--- config.mk ---
export PLATFORM = sky130hd
export DESIGN_NAME = parking_display_ctrl
export DESIGN_NICKNAME = d
export VERILOG_FILES = /design/src/rtl/parking_display_ctrl.sv
export SDC_FILE = /design/constraint.sdc
export NUM_CORES = 1
export LEC_CHECK = 0
export ABC_CLOCK_PERIOD_IN_PS = 2000
export BUFFER_PORTS_ARGS = -buffer_cell sky130_fd_sc_hd__buf_2
export CAP_MARGIN = 20
export CORE_ASPECT_RATIO = 1.4
export CORE_MARGIN = 2
export CORE_UTILIZATION = 48
export DETAILED_ROUTE_END_ITERATION = 10
export GPL_TIMING_DRIVEN = 1
export PLACE_DENSITY = 0.72
export SYNTH_ARGS = -nofsm -noshare
export SYNTH_HDL_FRONTEND = slang
export SYNTH_SLANG_ARGS = --single-unit
--- constraint.sdc ---
create_clock -name clk -period 2 [get_ports clk]
set_clock_uncertainty 0.15 [all_clocks]
set_input_delay 0.2 -clock clk [delete_from_list [all_inputs] [get_ports clk]]
set_output_delay 0.2 -clock clk [all_outputs]
set_load 0.05 [all_outputs]
--- src/rtl/parking_display_ctrl.sv ---
// Parking occupancy counter with synchronized entry/exit sensors and a
// four-digit "FULL"/"OPEN" scan sequencer driving a shared letter code.
module parking_display_ctrl #(
    parameter int CAPACITY = 8,
    parameter int CNT_W    = 4,
    parameter int SCAN_DIV = 4
) (
    input  logic             clk,
    input  logic             rst,
    input  logic             car_in,
    input  logic             car_out,
    output logic [CNT_W-1:0] count,
    output logic             full,
    output logic             reject,
    output logic [3:0]       display,
    output logic [3:0]       an
);

    localparam logic [CNT_W-1:0] CAP_C  = CNT_W'(CAPACITY);
    localparam int               DIV_W  = (SCAN_DIV > 1) ? $clog2(SCAN_DIV) : 1;
    localparam logic [DIV_W-1:0] DIV_LAST = DIV_W'(SCAN_DIV - 1);

    typedef enum logic [1:0] {
        DIG3 = 2'd0,
        DIG2 = 2'd1,
        DIG1 = 2'd2,
        DIG0 = 2'd3
    } dig_t;

    // Sensor synchronizers plus a previous-value flop for edge detection
    logic in_s1, in_s2, in_prev;
    logic out_s1, out_s2, out_prev;

    always_ff @(posedge clk or posedge rst) begin
        if (rst) begin
            in_s1    <= 1'b0;
            in_s2    <= 1'b0;
            in_prev  <= 1'b0;
            out_s1   <= 1'b0;
            out_s2   <= 1'b0;
            out_prev <= 1'b0;
        end else begin
            in_s1    <= car_in;
            in_s2    <= in_s1;
            in_prev  <= in_s2;
            out_s1   <= car_out;
            out_s2   <= out_s1;
            out_prev <= out_s2;
        end
    end

    logic ev_in, ev_out;
    assign ev_in  = in_s2 & ~in_prev;
    assign ev_out = out_s2 & ~out_prev;

    // Exit is applied first so a simultaneous exit frees a slot for the entry
    logic [CNT_W-1:0] post_exit;
    logic             entry_ok;
    logic [CNT_W-1:0] count_nxt;
    logic             reject_nxt;

    always_comb begin
        post_exit  = count;
        entry_ok   = 1'b0;
        count_nxt  = count;
        reject_nxt = 1'b0;
        if (ev_out && (count != '0)) begin
            post_exit = count - 1'b1;
        end
        if (ev_in) begin
            if (post_exit < CAP_C) begin
                entry_ok = 1'b1;
            end else begin
                reject_nxt = 1'b1;
            end
        end
        count_nxt = entry_ok ? (post_exit + 1'b1) : post_exit;
    end

    always_ff @(posedge clk or posedge rst) begin
        if (rst) begin
            count  <= '0;
            reject <= 1'b0;
        end else begin
            count  <= count_nxt;
            reject <= reject_nxt;
        end
    end

    assign full = (count == CAP_C);

    function automatic logic [3:0] letter(input dig_t d, input logic msg);
        logic [3:0] code;
        code = 4'd3;
        case (d)
            DIG3:    code = msg ? 4'd2 : 4'd3;
            DIG2:    code = msg ? 4'd1 : 4'd4;
            DIG1:    code = msg ? 4'd0 : 4'd5;
            DIG0:    code = msg ? 4'd0 : 4'd6;
            default: code = 4'd3;
        endcase
        return code;
    endfunction

    function automatic logic [3:0] enable(input dig_t d);
        logic [3:0] e;
        e = 4'b0111;
        case (d)
            DIG3:    e = 4'b0111;
            DIG2:    e = 4'b1011;
            DIG1:    e = 4'b1101;
            DIG0:    e = 4'b1110;
            default: e = 4'b0111;
        endcase
        return e;
    endfunction

    dig_t             state, state_nxt;
    logic [DIV_W-1:0] div, div_nxt;
    logic             msg_full, msg_nxt;
    logic [3:0]       an_nxt, display_nxt;

    // Message is latched only when a new frame starts at DIG3
    always_comb begin
        state_nxt   = state;
        div_nxt     = div + 1'b1;
        msg_nxt     = msg_full;
        if (div == DIV_LAST) begin
            div_nxt = '0;
            case (state)
                DIG3:    state_nxt = DIG2;
                DIG2:    state_nxt = DIG1;
                DIG1:    state_nxt = DIG0;
                DIG0:    state_nxt = DIG3;
                default: state_nxt = DIG3;
            endcase
            if (state == DIG0) begin
                msg_nxt = full;
            end
        end
        an_nxt      = enable(state_nxt);
        display_nxt = letter(state_nxt, msg_nxt);
    end

    always_ff @(posedge clk or posedge rst) begin
        if (rst) begin
            state    <= DIG3;
            div      <= '0;
            msg_full <= 1'b0;
            an       <= 4'b0111;
            display  <= 4'd3;
        end else begin
            state    <= state_nxt;
            div      <= div_nxt;
            msg_full <= msg_nxt;
            an       <= an_nxt;
            display  <= display_nxt;
        end
    end

endmodule

== Word-level counts from Yosys, hierarchy flattened ==
Index checks and enable logic that the tools add are counted.

* Bitwise operators: 4
* $lt $le $gt $ge: 1
* Equality and inequality tests: 8
* Mux-type cells: 17
* Reduce and logical (&&, ||, !) cells: 4
* Add/sub/neg operators: 3

{| class="wikitable"
|+ Operator list
! operator !! number
|-
| $pmux W4 S4 || 2
|-
| $eq A2 B2 Y1 const B || 5
|-
| $mux W3 || 3
|-
| $mux W4 || 2
|-
| $pmux W2 S4 || 1
|-
| $mux W1 || 7
|-
| $add A4 B1 Y4 const B || 1
|-
| $eq A2 B1 Y1 const B || 2
|-
| $eq A4 B4 Y1 const B || 1
|-
| $logic_not A2 Y1 || 2
|-
| $lt A4 B4 Y1 const B || 1
|-
| $mux W2 || 2
|-
| $reduce_bool A4 Y1 || 1
|-
| $sub A4 B1 Y4 const B || 1
|-
| $add A2 B1 Y2 const B || 1
|-
| $and A1 B1 Y1 || 2
|-
| $not A1 Y1 || 2
|-
| $logic_and A1 B1 Y1 || 1
|}

* Register bits after elaboration: 24
* Word-level logic and storage cells: 50
* Output and inout bits: 14

== Depth between registers and ports, before layout ==
Gate-level depths: netlist (run 1).

* Word-level depth: 8
* Depth in mapped cells: 8
* Mapped depth without buffers: 6

== Worst setup path after synthesis (run 1) ==
OpenSTA, ideal clock, no wires.

* Path kind: reg2reg
* Start point: register count[0]
* End point: register display[0]
* Cell stages (with the launch flop): 9
* Slack: -1.080 ns
* Arrival: 2.856 ns
* Clock period less this slack: 3.080 ns
* Library setup time: 0.075 ns
* Required time: 1.775 ns
* Path through: dfrtp_1 > buf_4 > inv_1 > ha_1 > buf_6 > inv_1 > nor3_1 > mux2_2 > mux2i_1

* Cells in the longest elaborated chain, start to end: 5

{| class="wikitable"
|+ Ends and longest elaborated chain
! item !! RTL line !! text
|-
| start: declaration || 12 || <nowiki>output logic [CNT_W-1:0] count,</nowiki>
|-
| start signal: assignment || 85 || <nowiki>count <= count_nxt;</nowiki>
|-
| $eq A4 B4 Y1 (*) || 90 || <nowiki>assign full = (count == CAP_C);</nowiki>
|-
| named net full || 13 || <nowiki>output logic full,</nowiki>
|-
| $mux W1 (*) || 137 || <nowiki>if (state == DIG0) begin</nowiki>
|-
| $mux W1 (*) || 128 || <nowiki>if (div == DIV_LAST) begin</nowiki>
|-
| named net msg_nxt || 120 || <nowiki>logic msg_full, msg_nxt;</nowiki>
|-
| $mux W3 (tied with other cells) || 98 || <nowiki>DIG1: code = msg ? 4'd0 : 4'd5;</nowiki>
|-
| $pmux W4 S4 (*) || 95 || <nowiki>case (d)</nowiki>
|-
| named net display_nxt[0] || 121 || <nowiki>logic [3:0] an_nxt, display_nxt;</nowiki>
|-
| end signal: assignment || 157 || <nowiki>display <= display_nxt;</nowiki>
|-
| end: declaration || 15 || <nowiki>output logic [3:0] display,</nowiki>
|}

The timed path passes the listed nets; every way through them passes the cells marked *. The select of a mux whose other input is x is not followed.

== Worst setup path in the final report (run 1) ==
* Start point: register count[1]
* End point: register count[2]

* Cells in the longest elaborated chain, start to end: 7

{| class="wikitable"
|+ Ends and longest elaborated chain
! item !! RTL line !! text
|-
| parallel branches: the longest is 2 deep, another holds $sub A4 B1 Y4 || -- ||
|-
| $mux W4 (*) || 67 || <nowiki>if (ev_out && (count != '0)) begin</nowiki>
|-
| $lt A4 B4 Y1 || 71 || <nowiki>if (post_exit < CAP_C) begin</nowiki>
|-
| $mux W1 || 71 ||
|-
| $mux W1 || 70 || <nowiki>if (ev_in) begin</nowiki>
|-
| $mux W4 (*) || 77 || <nowiki>count_nxt = entry_ok ? (post_exit + 1'b1) : post_exit;</nowiki>
|-
| named net count_nxt[2] || 59 || <nowiki>logic [CNT_W-1:0] count_nxt;</nowiki>
|}

Mark *: on every way through the listed nets, which the timed path passes.

==> results of run 1 <==
-- power by group through the flow --
| stage | combinational, mW | clock (mW) | sequential (mW) |
|---|---|---|---|
| 6_report | 0.816 | 0.206 | 0.577 |
| 5_1_grt | 0.886 | 0.236 | 0.585 |
| 4_1_cts | 0.813 | 0.215 | 0.578 |
| 3_5_place_dp | 0.806 | 0 | 0.587 |
| 3_3_place_gp | 0.794 | 0 | 0.582 |
| 2_1_floorplan | 0.528 | 0 | 0.729 |
-- kinds of logic after synthesis --
family	after synthesis	synth area share, %
and+or+nand+nor	32	17.90
AOI/OAI and AO/OA	24	14.92
DFF	23	51.38
buffers and inverters	13	6.408
adders and majority gates	5	5.525
muxes	3	2.762
other	1	0.3312
xor gates and xnor gates	1	0.7736
-- state kept, by name, indices dropped and copies added (netlist names) --
| signal | cells |
|---|---|
| an | 4 |
| count | 4 |
| display | 3 |
| div | 2 |
| state | 2 |
| in_prev | 1 |
| in_s1 | 1 |
| in_s2 | 1 |
| msg_full | 1 |
| out_prev | 1 |
| out_s1 | 1 |
| out_s2 | 1 |
| reject | 1 |
-- path summary, 6_finish.rpt --
kind / slack, ps / startpoint / cells past startpoint / endpoint
min reg2reg: 210 / out_s1$_DFF_PP0_ / 0 / out_s2$_DFF_PP0_
min: 210 / out_s1$_DFF_PP0_ / 0 / out_s2$_DFF_PP0_
max reg2reg: 90 / count[1]$_DFF_PP0_ / 6 / count[2]$_DFF_PP0_
max in group asynchronous: 840 / rst / 4 / an[1]$_DFF_PP1_
max: 90 / count[1]$_DFF_PP0_ / 6 / count[2]$_DFF_PP0_
min in group asynchronous: 270 / rst / 3 / display[2]$_DFF_PP0_
-- per-stage QoR --
step,hold slack (ps),std cells
floorplan,48.08,102
global placement,64.41,139
detailed placement,73.92,139
CTS,213.9,146
global route,223.7,146
finish,210.1,146
-- synth_stat cells (2+ instances only) --
library cell and number:
inv_1 8, o21ai_1 2, nand2_1 4, a21o_1 2, o21ai_0 5, nor2b_1 3
o31ai_1 3, dfstp_2 5, buf_4 2, nor2_1 5, buf_6 2, dfrtp_1 18
ha_1 5, nand2b_1 6, nand3_1 4, mux2i_1 2
-- metal layers --
| metal | GRT usage, % | vias up | share of wire, % |
|---|---|---|---|
| met5 | 0 | - | 0 |
| met3 | 3.519 | 4 | 3.5 |
| met2 | 29.18 | 16 | 54 |
| met1 | 19.89 | 383 | 41 |
| met4 | 8.824 | 0 | 1.4 |
| li1 | - | 397 | - |
-- layout make-up --
class | instances | area (sq um)
Fill cell | 189 | 872.1
Sequential cell | 23 | 584.3
Multi-Input combinational cell | 66 | 513.0
Timing Repair Buffer | 23 | 142.6
Inverter | 8 | 35.03
Tap cell | 22 | 27.53
Clock buffer | 3 | 22.52
Clock inverter | 1 | 5.005
-- what timing repair did --
| item | CTS | global route |
|---|---|---|
| hold buffers | 3 | 0 |
| endpoints found under the setup margin | 0 | 1 |
| resized for setup | 0 | 1 |
| endpoints found under the hold margin | 13 | 0 |
==> results.py, run 1 <==
metrics = {
    "outcome": {
        "status": "finished clean",
    },
    "detailed_routing": {
        "wl_um": 2009,
        "drtIter0Drc": 11,
        "drc": 0,
        "firstDrtPassIters": 4,
        "wl_per_cell_um": 13.76,
        "dr_total_vias": 800,
        "vias_per_cell": 5.479,
        "drtAntennaViolNets": 0,
    },
    "power": {
        "swShare_pct": 43.76,
        "leakage_nw": 0.6096,
        "internal_power_uw": 899.1,
        "p_switching_uw": 699.5,
        "vdd.ir_drop.worst_mv": 0.8353,
        "p_comb_share_pct": 51.1,
        "pwr-share-seq_pct": 36.1,
        "powerDensity_nw_per_um2": 1202,
        "p_clk_share_pct": 12.9,
        "power.total_mw": 1.599,
    },
    "yosys": {
        "async_flop_share_pct": 100.0,
        "ys.flop_type": "dfrtp_1",
        "seq_area_frac_synth_pct": 51.38,
        "synth.top_cell.area_share_pct": 39.78,
        "synth-edff-count": 0,
        "ys_warn_count": 0,
        "synth_largest_area_cell": "dfrtp_1",
        "syn_avg_cell_area_sq_um": 11.10,
        "syn_nets": 111,
        "ys_ff_latch": 23,
        "postSynthCellCount": 102,
        "synth.distinct_cells": 42,
        "synthTopCellsByArea": "dfrtp_1, dfstp_2, ha_1",
        "synth.cell_area_sq_um": 1132,
    },
    "cells_and_area": {
        "drive_gt1_share_pct": 33.06,
        "antennaDiodeCount": 0,
        "fin_util_pct": 60.40,
        "final_common_cell": "dfrtp_1",
        "final_nets": 134,
        "final_cell_area_sq_um": 1330,
        "area_delta_synth_final_pct": 17.46,
        "final_cell_mix": "dfrtp_1, buf_2, inv_1, nand2b_1",
    },
    "floorplan": {
        "dieArea_sq_um": 2769,
        "start_util_pct": 51.42,
        "die_h_um": 61.47,
        "die_x_um": 45.05,
        "io_pins": 18,
        "fp.coreArea_sq_um": 2202,
        "num_rows": 20,
    },
    "sta": {
        "tns_ps": 0,
        "hold_viol_final": 0,
        "fmax_mhz": 524.5,
        "fin_crit_sh_pct": 95.33,
        "finalCriticalPeriod_ps": 1907,
        "setup_slack_ps": 93.32,
        "drv_slew": 0,
        "setup_violations": 0,
        "rsz0062_at_grt": "no",
    },
    "worst_setup_path": {
        "critPathMaxStageDelay_ps": 420,
        "critPathLaunchType": "flop",
        "path_delay_family": "simple AND/OR/NAND/NOR gates",
        "endpoint_kind": "flop",
        "cp_cell_sequence": "inv_1, ha_4, or3b_1, nand3_2, nand2_2, o311a_1",
        "crit_buf_inv": 1,
        "cpMaxStageDelayCell": "dfrtp_2",
        "crit_required_ps": 2050,
        "arrival_ps": 1960,
        "critPathKind": "flop to flop",
        "worstPathMaxFanout": 10,
    },
    "cts": {
        "worst_skew_pair.late_latency_ps": 300,
        "cts-htree-levels": 1,
        "clkSinkCount": 23,
        "tritoncts": "yes",
        "numCtsBuffers": 3,
        "clk_path_buf_depth": 2,
        "path_clk_slew_ps": 120,
        "cts_setup_buffers": 0,
        "cts_root_buffer": "clkbuf_4",
    },
    "placement": {
        "gp_congestion": 0.9202,
        "port_buffers": 16,
        "dpl_cell_area_sq_um": 1270,
        "post-dp-hpwl_um": 1589,
        "dp_slack_ps": 107.3,
    },
    "global_route": {
        "grt_pass1_wl_um": 3408,
        "grt_max_degree": 14,
        "grt_pass1_vias": 799,
        "antenna_found_initial": 0,
        "grt.overflow.total": 0,
        "grt_util_all_layers_pct": 17.05,
    },
    "flow_run": {
        "maxCapViolCount": 0,
    },
    "min_path": {
        "worstHoldPathType": "flop to flop",
    },
}
Power figures use the tool's default switching activity.
==> run 2: changes to the inputs <==
==> constraint.sdc (replaced) <==
create_clock -name clk -period 2 [get_ports clk]
set_clock_uncertainty 0.15 [all_clocks]
set_input_delay 0.4 -clock clk [delete_from_list [all_inputs] [get_ports clk]]
set_output_delay 0.4 -clock clk [all_outputs]
set_load 0.05 [all_outputs]
==> run 2 against run 1 <==
Effect of this change: combinational power increased by 13%; final cell count increased by 2.1%; worst hold slack got worse by 160 ps; sequential power decreased by 0.9%; wire length increased by 11%; utilization increased by 1.6 points; maximum frequency decreased by 1.2%; highest routed layer is now met3.
==> results.py, run 2 (synthesized netlist as in run 1, its figures left out) <==
metrics = {
    "outcome": {
        "status": "finished clean",
    },
    "floorplan": {
        "die_x_um": 45.05,
        "fp.coreArea_sq_um": 2202,
        "num_rows": 20,
        "dieArea_sq_um": 2769,
        "die_h_um": 61.47,
        "io_pins": 18,
        "start_util_pct": 51.42,
    },
    "worst_setup_path": {
        "crit_required_ps": 2040,
        "startpoint": "count[1]$_DFF_PP0_",
        "critPathLaunchType": "flop",
        "regToRegSetupSlack_ps": 70,
        "cpMaxStageDelayCell": "dfrtp_2",
        "cp_cell_sequence": "inv_1, ha_4, buf_4, or3b_4, nand3_2, nand2_2, o311a_1",
        "worstPathMaxFanout": 3,
        "path_delay_family": "simple AND/OR/NAND/NOR gates",
        "arrival_ps": 1970,
        "endpoint_kind": "flop",
        "timing.rr.start": "count[1]$_DFF_PP0_",
        "cp.depth": 7,
        "critPathMaxStageDelay_ps": 420,
        "r2r_cells": 7,
        "endpoint": "count[2]$_DFF_PP0_",
        "crit_buf_inv": 2,
        "critPathKind": "flop to flop",
        "rr_endpoint": "count[2]$_DFF_PP0_",
    },
    "sta": {
        "rsz0062_at_grt": "no",
        "drv_slew": 0,
        "fmax_mhz": 518.2,
        "worst_pin_slew_ps": 526.4,
        "setup_slack_ps": 70.42,
        "maxSlewHeadroom_pct": 64.53,
        "hold_viol_final": 0,
        "fin_crit_sh_pct": 96.48,
        "setup_violations": 0,
        "tns_ps": 0,
        "finalCriticalPeriod_ps": 1930,
    },
    "power": {
        "leakage_nw": 0.6260,
        "p_clk_share_pct": 11.7,
        "p_comb_share_pct": 54.4,
        "internal_power_uw": 958.6,
        "p_switching_uw": 731.7,
        "pwr-share-seq_pct": 33.9,
        "swShare_pct": 43.29,
        "vdd.ir_drop.worst_mv": 0.6814,
        "powerDensity_nw_per_um2": 1238,
    },
    "cells_and_area": {
        "multiInputGateArea_sq_um": 528.0,
        "layoutNonFillerInstCount": 149,
        "reg.largest.list": "an (4), count (4), display (3)",
        "fillers": 181,
        "final_cell_mix": "dfrtp_1, buf_2, buf_4",
        "regArea_sq_um": 584.3,
        "antennaDiodeCount": 0,
        "final_nets": 137,
        "final_common_cell": "dfrtp_1",
        "drive_gt1_share_pct": 37.80,
        "area_delta_synth_final_pct": 20.55,
    },
    "global_route": {
        "grt_max_degree": 13,
        "grt.overflow.total": 0,
        "grt_pass1_wl_um": 3877,
        "antenna_found_initial": 0,
        "grt_util_all_layers_pct": 19.15,
        "grt_pass1_vias": 913,
    },
    "detailed_routing": {
        "dr_total_vias": 851,
        "firstDrtPassIters": 4,
        "vias_per_cell": 5.711,
        "wl_per_cell_um": 15.01,
        "drtAntennaViolNets": 0,
        "wl_um": 2236,
        "drtIter0Drc": 16,
        "drc": 0,
    },
    "cts": {
        "worst_skew_pair.late_latency_ps": 290,
        "path_clk_slew_ps": 110,
        "numCtsBuffers": 3,
        "cts_root_buffer": "clkbuf_4",
        "clkSinkCount": 23,
        "cts-htree-levels": 1,
        "clk_path_buf_depth": 2,
        "tritoncts": "yes",
    },
    "placement": {
        "port_buffers": 16,
        "dp_cells": 141,
        "gp_congestion": 0.9625,
        "post-dp-hpwl_um": 1771,
        "dp_slack_ps": 108.4,
    },
    "min_path": {
        "worstHoldPathType": "primary input to flop",
    },
    "flow_run": {
        "maxCapViolCount": 0,
    },
}
run 2: power by group through the flow:
stage | Clock (mW) | Sequential (mW) | Combinational (mW)
after floorplan | 0 | 0.729 | 0.528
after global placement | 0 | 0.574 | 0.816
after detailed placement | 0 | 0.579 | 0.841
after CTS | 0.205 | 0.570 | 0.897
after global routing | 0.222 | 0.578 | 0.999
final | 0.198 | 0.572 | 0.920
run 2: worst min-delay path by stage:
| stage | from | to | slack, ps | depth (start not counted) |
|---|---|---|---|---|
| 5_1_grt | car_in | in_s1$_DFF_PP0_ | 40 | 1 |
| 3_5_place_dp | out_s1$_DFF_PP0_ | out_s2$_DFF_PP0_ | 200 | 0 |
| 6_report | car_in | in_s1$_DFF_PP0_ | 50 | 1 |
| 2_1_floorplan | in_s1$_DFF_PP0_ | in_s2$_DFF_PP0_ | 180 | 0 |
| 4_1_cts | car_in | in_s1$_DFF_PP0_ | 40 | 1 |
| 3_3_place_gp | out_s1$_DFF_PP0_ | out_s2$_DFF_PP0_ | 180 | 0 |
run 2: per-layer routing:
metal	GRT usage (%)	wire (um)	up-vias
met1	19.77	839	424
met2	37.35	1321	20
li1	-	-	407
met5	0	0	-
met4	6.723	0	0
met3	3.519	75	0
run 2: timing repair:
item | 4_1_cts | 5_1_grt
gates resized for setup | 2 | 3
pin swaps | 1 | 2
hold buffers | 1 | 0
endpoints found under the setup margin | 1 | 4
buffers inserted | 3 | 0
hold endpoints to repair | 11 | 0
run 2: layout make-up:
type                            instances  area share, %
Tap cell                               22          2.016
Sequential cell                        23          42.80
Clock buffer                            4          1.925
Timing Repair Buffer                   26          12.01
Inverter                                8          2.566
Multi-Input combinational cell         66          38.68
run 2: stage by stage:
step,instance area [sq um],total power [mW],util (%),hold slack [ps]
after floorplan,1179,1.256,-,181.2
after global placement,1285,1.391,58.35,181.1
after detailed placement,1285,1.420,58.35,198.4
after CTS,1350,1.672,61.31,42.81
after global routing,1365,1.799,61.99,35.81
final,1365,1.690,61.99,49.35
run 2: worst reg2reg max path, cell delays in order (launching register included):
cell	delay, ps
dfrtp_2	420
inv_1	90
ha_4	160
buf_4	110
or3b_4	370
nand3_2	100
nand2_2	80
o311a_1	340
